$ cat src/rtl/bird_motion_ctl.sv
// Vertical-motion controller for the player sprite: gravity integration on a
// programmable physics tick, flap impulse, ceiling clamp, floor/collision game over.
module bird_motion_ctl #(
    parameter int CLK_DIV  = 4_000_000,
    parameter int YPOS_W   = 12,
    parameter int VEL_W    = 6,
    parameter int Y_MAX    = 767,
    parameter int Y_START  = 384,
    parameter int GRAVITY  = 1,
    parameter int VMAX     = 8,
    parameter int FLAP_VEL = 6
) (
    input  logic                    clk,
    input  logic                    rst,
    input  logic                    start,
    input  logic                    flap,
    input  logic                    pause,
    input  logic                    collide,
    output logic [YPOS_W-1:0]       ypos,
    output logic signed [VEL_W-1:0] vel,
    output logic [1:0]              state_o,
    output logic                    endgame,
    output logic                    tick
);

    localparam int CNT_W = (CLK_DIV > 2) ? $clog2(CLK_DIV) : 1;
    localparam int SUM_W = YPOS_W + 2;
    localparam logic signed [SUM_W-1:0] Y_MAX_S  = SUM_W'(Y_MAX);
    localparam logic signed [SUM_W-1:0] ZERO_S   = '0;
    localparam logic signed [VEL_W-1:0] FLAP_V   = VEL_W'(-FLAP_VEL);
    localparam logic [CNT_W-1:0]        CNT_LAST = CNT_W'(CLK_DIV - 1);

    typedef enum logic [1:0] {
        IDLE  = 2'd0,
        RUN   = 2'd1,
        PAUSE = 2'd2,
        OVER  = 2'd3
    } state_t;

    state_t                    state;
    logic [CNT_W-1:0]          cnt;
    logic                      flap_pending;
    logic                      start_p1, flap_p1, pause_p1;
    logic                      start_edge, flap_edge, pause_edge;
    logic                      at_tick;
    logic signed [VEL_W-1:0]   v_next;
    logic signed [SUM_W-1:0]   y_next;
    logic                      floor_hit, ceil_hit;

    // Gravity step with terminal-velocity saturation.
    function automatic logic signed [VEL_W-1:0] fall_vel(input logic signed [VEL_W-1:0] v);
        logic signed [VEL_W+1:0] s;
        s = (VEL_W+2)'(v) + (VEL_W+2)'(GRAVITY);
        if (s > (VEL_W+2)'(VMAX))
            return VEL_W'(VMAX);
        return VEL_W'(s);
    endfunction

    // Clamp a candidate position into the playfield [0, Y_MAX].
    function automatic logic [YPOS_W-1:0] sat_ypos(input logic signed [SUM_W-1:0] y);
        if (y >= Y_MAX_S)
            return YPOS_W'(Y_MAX);
        if (y <= ZERO_S)
            return '0;
        return YPOS_W'(y);
    endfunction

    assign start_edge = start & ~start_p1;
    assign flap_edge  = flap  & ~flap_p1;
    assign pause_edge = pause & ~pause_p1;
    assign at_tick    = (cnt == CNT_LAST);

    assign v_next    = flap_pending ? FLAP_V : fall_vel(vel);
    assign y_next    = SUM_W'($signed({1'b0, ypos})) + SUM_W'(v_next);
    assign floor_hit = (y_next >= Y_MAX_S);
    assign ceil_hit  = (y_next <= ZERO_S);

    assign state_o = state;

    always_ff @(posedge clk) begin
        if (rst) begin
            state        <= IDLE;
            cnt          <= '0;
            flap_pending <= 1'b0;
            start_p1     <= 1'b0;
            flap_p1      <= 1'b0;
            pause_p1     <= 1'b0;
            ypos         <= YPOS_W'(Y_START);
            vel          <= '0;
            endgame      <= 1'b0;
            tick         <= 1'b0;
        end else begin
            start_p1 <= start;
            flap_p1  <= flap;
            pause_p1 <= pause;
            tick     <= 1'b0;
            case (state)
                IDLE: begin
                    ypos         <= YPOS_W'(Y_START);
                    vel          <= '0;
                    endgame      <= 1'b0;
                    flap_pending <= 1'b0;
                    if (start_edge) begin
                        state <= RUN;
                        cnt   <= '0;
                    end
                end
                RUN: begin
                    if (collide) begin
                        state        <= OVER;
                        endgame      <= 1'b1;
                        flap_pending <= 1'b0;
                    end else begin
                        if (at_tick) begin
                            // A flap edge on the tick cycle is kept for the next tick.
                            tick         <= 1'b1;
                            cnt          <= '0;
                            flap_pending <= flap_edge;
                            ypos         <= sat_ypos(y_next);
                            vel          <= (floor_hit || ceil_hit) ? '0 : v_next;
                        end else begin
                            cnt <= cnt + 1'b1;
                            if (flap_edge)
                                flap_pending <= 1'b1;
                        end
                        if (at_tick && floor_hit) begin
                            state   <= OVER;
                            endgame <= 1'b1;
                        end else if (pause_edge) begin
                            state <= PAUSE;
                        end
                    end
                end
                PAUSE: begin
                    flap_pending <= 1'b0;
                    if (start_edge) begin
                        state <= IDLE;
                        ypos  <= YPOS_W'(Y_START);
                        vel   <= '0;
                    end else if (pause_edge) begin
                        state <= RUN;
                    end
                end
                OVER: begin
                    flap_pending <= 1'b0;
                    if (start_edge) begin
                        state   <= IDLE;
                        ypos    <= YPOS_W'(Y_START);
                        vel     <= '0;
                        endgame <= 1'b0;
                    end
                end
                default: state <= IDLE;
            endcase
        end
    end

endmodule

$ cat config.mk
export PLATFORM = sky130hd
export DESIGN_NAME = bird_motion_ctl
export DESIGN_NICKNAME = d
export VERILOG_FILES = /design/src/rtl/bird_motion_ctl.sv
export SDC_FILE = /design/constraint.sdc
export NUM_CORES = 1
export LEC_CHECK = 0
export ABC_AREA = 0
export CAP_MARGIN = 40
export CORE_ASPECT_RATIO = 0.5
export CORE_UTILIZATION = 62
export CTS_CLUSTER_SIZE = 12
export DETAILED_ROUTE_END_ITERATION = 10
export GPL_TIMING_DRIVEN = 1
export PLACE_DENSITY_LB_ADDON = 0.3
export SLEW_MARGIN = 10
export SYNTH_ARGS = -nofsm -noshare
export SYNTH_HDL_FRONTEND = slang
export SYNTH_SLANG_ARGS = --single-unit
$ cat constraint.sdc
create_clock -name clk -period 6.23 [get_ports clk]
set_input_delay 0.623 -clock clk [delete_from_list [all_inputs] [get_ports clk]]
set_output_delay 0.623 -clock clk [all_outputs]
set_load 0.03 [all_outputs]
==> out/results.md <==
* finished clean — result of the run
* 0 — buffers plus inverters on the worst setup path
* or3b_1 — cell at the slowest stage of the critical path
* yes — TritonCTS clock tree
* 15.39 um — detail-routed net length per standard cell
* 2701 — total vias in the final route
* ypos[6] — Hold Crit Endpoint
* 5066 um2 — overall die area
* 0 — final setup violation count
* dfxtp_1 (48), nor2_1 (34), nand2_1 (30), clkdlybuf4s50_1 (27), a21oi_1 (26) — most used cells in the layout excluding fill and tap cells
* 11460 um — first-pass GRT wire length
* 48 — #FFs+latches synth
* 4.513 ns — final period demand of the worst path
* 55 — count of cell types in the netlist
* 0.7244 — final clock period utilization by the worst path
* dfxtp_1 (33%), ha_1 (6.8%), xor2_1 (4.7%), a21oi_1 (4.4%), nor2_1 (4.3%) — most area-consuming cells after synthesis
* 0 — Yosys warnings
* flip-flop to flip-flop — min-delay worst type
* 50.83 um — Die Height
* 0.006361 ns — Layout Skew
* 372 — post-synth net total
* 0 — final routed DRC violation total
* 4488 um2 — placeable core area
* 5 — total CTS buffers
* 0.8940 — final RePlAce weighted congestion
* 0.1009 mV — IR drop worst, VDD
* 0.30 ns — source-to-sink clock delay at the later pin of the worst-skew pair
* 0.4752 ns — hold slack final
* 0 — Maximum Capacitance Violations
* 0 — number of buffers inserted to repair setup after CTS
* 28 — # IOs
* 349 — instance count of the mapped netlist
* 334 — filler instances
* a21oi_1 — most used cell along the critical path
* 4 — DR pass1 iterations
* 0 — antenna violations before repair
* 2 — CTS Buffer Depth
* 0.07733 — ratio of cells with drive above 1 in the final layout
* 0 — count of pins over their slew limit
* 17 — Cell Rows
* ha_1 > or2_2 > mux2i_1 > a31oi_1 > o21a_1 > a21oi_1 > nor2b_1 > nor2b_1 > ha_1 > fa_1 > a21oi_1 > o211ai_1 > a31oi_1 > xnor2_1 > nor4_4 > o21ai_1 > or3b_1 > a21oi_1 — cell-by-cell trace of the critical path
* 6789 um — total detailed-routing wirelength
* 0.3250 — sequential fraction of the synthesis area
* 0 — EDFF count, synth
* 0.09 ns — clock-pin transition on the worst setup and hold timing paths
* 27 — count of buffers inserted at the top-level ports
* 99.66 um — width of the die
* 48 — TritonCTS Sinks
* 221.6 MHz — max frequency
* 0.4857 ns — Worst Max-Slew Pin Slew
* 0 — async set or reset register ratio after synthesis
* flip-flop — CP startpoint kind
* 21 — pin count of the biggest net entering global routing
* 0.6588 — Initial Util
* false — RSZ-0062 raised after global routing
* 0.6752 — headroom to the max-slew limit
* 177.6 nW/um2 — power density of the placed cells
* 2550 — number of global-route vias before repair
* 0 — final antenna diode count
* 0 — cts hold-fix bufs
* simple AND/OR/NAND/NOR gates — largest delay contributor family on the critical path
* 2 — Hold Crit Depth
* 8 — critical path peak fanout
* 0 — Hold Vio Cnt, Final
* dfxtp_1 — post-synth top area cell
* flip-flop to flip-flop — critical path class
* 0.42 ns — Crit path largest cell delay
* 6.125 — DR vias/cell
* dfxtp_1 — top_reg_cell synth
* flip-flop — critical path endpoint category
* vel[0] — worst reg2reg startpoint
* 397 — number of nets at the end of the flow
* 0 ns — Final TNS setup
* ypos[8] — capture point of the worst reg-to-reg path
* 0.3250 — area share of the leading cell type in the synthesized netlist
* 6.46 ns — Critical Path RT
* 18 — depth of the worst register-to-register path
* 8.472 um2 — Mapped Avg Cell Area
* 604.3 uW — Pwr Total
* 0 — Congestion Overflow GR
* 15.11% — post-synthesis to final-layout area growth
* 0 — antenna violation net count after detailed routing
* 1.72 ns — r2r setup slk
* 2957 um2 — post-synth design cell area
* 0.2886 — all-layer global routing usage
* ypos[6] — Worst Hold Launch
* dfxtp_1 — commonest non-fill, non-tap cell in the layout
* 2 — H-tree Lvls
* 113 — initial detailed-routing violation count
* 0 — Resized cells post-CTS
* 1.332 nW — reported leakage power
* 4991 um — total half-perimeter wirelength after legalization and detailed placement
* clkbuf_8 — clock root buffer
* 4.74 ns — data arrival at the endpoint of the critical path
==> registers in the layout (all words and copies together) (netlist names) <==
| signal | flops |
|---|---|
| endgame | 1 |
| pause_p1 | 1 |
| flap_pending | 1 |
| ypos | 12 |
| flap_p1 | 1 |
| tick | 1 |
| state_o | 2 |
| cnt | 22 |
| start_p1 | 1 |
| vel | 6 |
==> stage by stage <==
step / worst slack, ns / std cells / cell area [um2] / util
finish: 1.717 / 441 / 3403 / 0.7583
global route: 1.346 / 441 / 3403 / 0.7583
CTS: 1.750 / 441 / 3403 / 0.7583
detailed placement: 1.806 / 433 / 3282 / 0.7313
global placement: 2.086 / 433 / 3282 / 0.7313
floorplan: 2.046 / 349 / 2957 / -
==> metal layers <==
metal / GRT usage / wire length, um / up-vias
met5: 0 / 0 / -
met4: 0.08088 / 57 / 0
met3: 0.06019 / 355 / 8
met2: 0.5161 / 3307 / 75
met1: 0.3569 / 3068 / 1291
li1: - / - / 1327
==> tightest hold or removal path: stages (launching register included) <==
cell     delay, ns
dfxtp_1       0.33
nand2_1       0.06
nand2_1       0.04
==> Yosys cell counts, types with 5 or more instances <==
library cell	instances
nand3_1	18
a22o_2	6
o211ai_1	5
nor2_1	34
dfxtp_1	48
nand4_1	8
a21oi_1	26
clkbuf_1	10
xor2_1	16
nor3_1	5
o21ai_0	11
inv_1	7
ha_1	16
nand2_1	30
nor2b_1	13
and2_1	5
a221o_1	5
xnor2_1	14
nand2b_1	6
==> worst max-delay path by stage <==
stage | start | to | slack, ns | cells past startpoint
final | vel[0] | ypos[8] | 1.72 | 18
after global routing | vel[0] | ypos[8] | 1.35 | 18
after CTS | vel[0] | ypos[8] | 1.75 | 18
after detailed placement | vel[0] | ypos[8] | 1.81 | 18
after global placement | vel[0] | vel[2] | 2.09 | 15
after floorplan | vel[0] | ypos[8] | 2.05 | 19
==> report_power, final <==
part	switching [mW]	internal [mW]	leakage [nW]
clock network	0.108	0.131	0.0614
registers	0.00509	0.310	0.388
logic	0.0307	0.0192	0.882
==> area by class of cell <==
type / count / area (um2) / share of cell area
Clock buffer: 6 / 82.58 / 0.02426
Clock inverter: 2 / 38.79 / 0.01140
Inverter: 7 / 26.28 / 0.007721
Multi-Input combinational cell: 283 / 1927 / 0.5662
Sequential cell: 48 / 960.9 / 0.2824
Tap cell: 66 / 82.58 / 0.02426
Timing Repair Buffer: 29 / 285.3 / 0.08382
==> cells by family (layout without fill, tap and decap cells) <==
kind of cell             after synthesis  after routing  share of synthesized area
AND/OR/NAND/NOR                      147            147                     0.2721
buffers and inverters                 18             44                    0.02328
AO/OA/AOI/OAI                         85             85                     0.2027
XOR/XNOR                              30             30                    0.08887
adder cells (fa/ha/maj)               17             17                    0.07448
multiplexers                           4              4                    0.01354
flip-flops                            48             48                     0.3250
No activity file was read; power rests on OpenSTA's default activity.
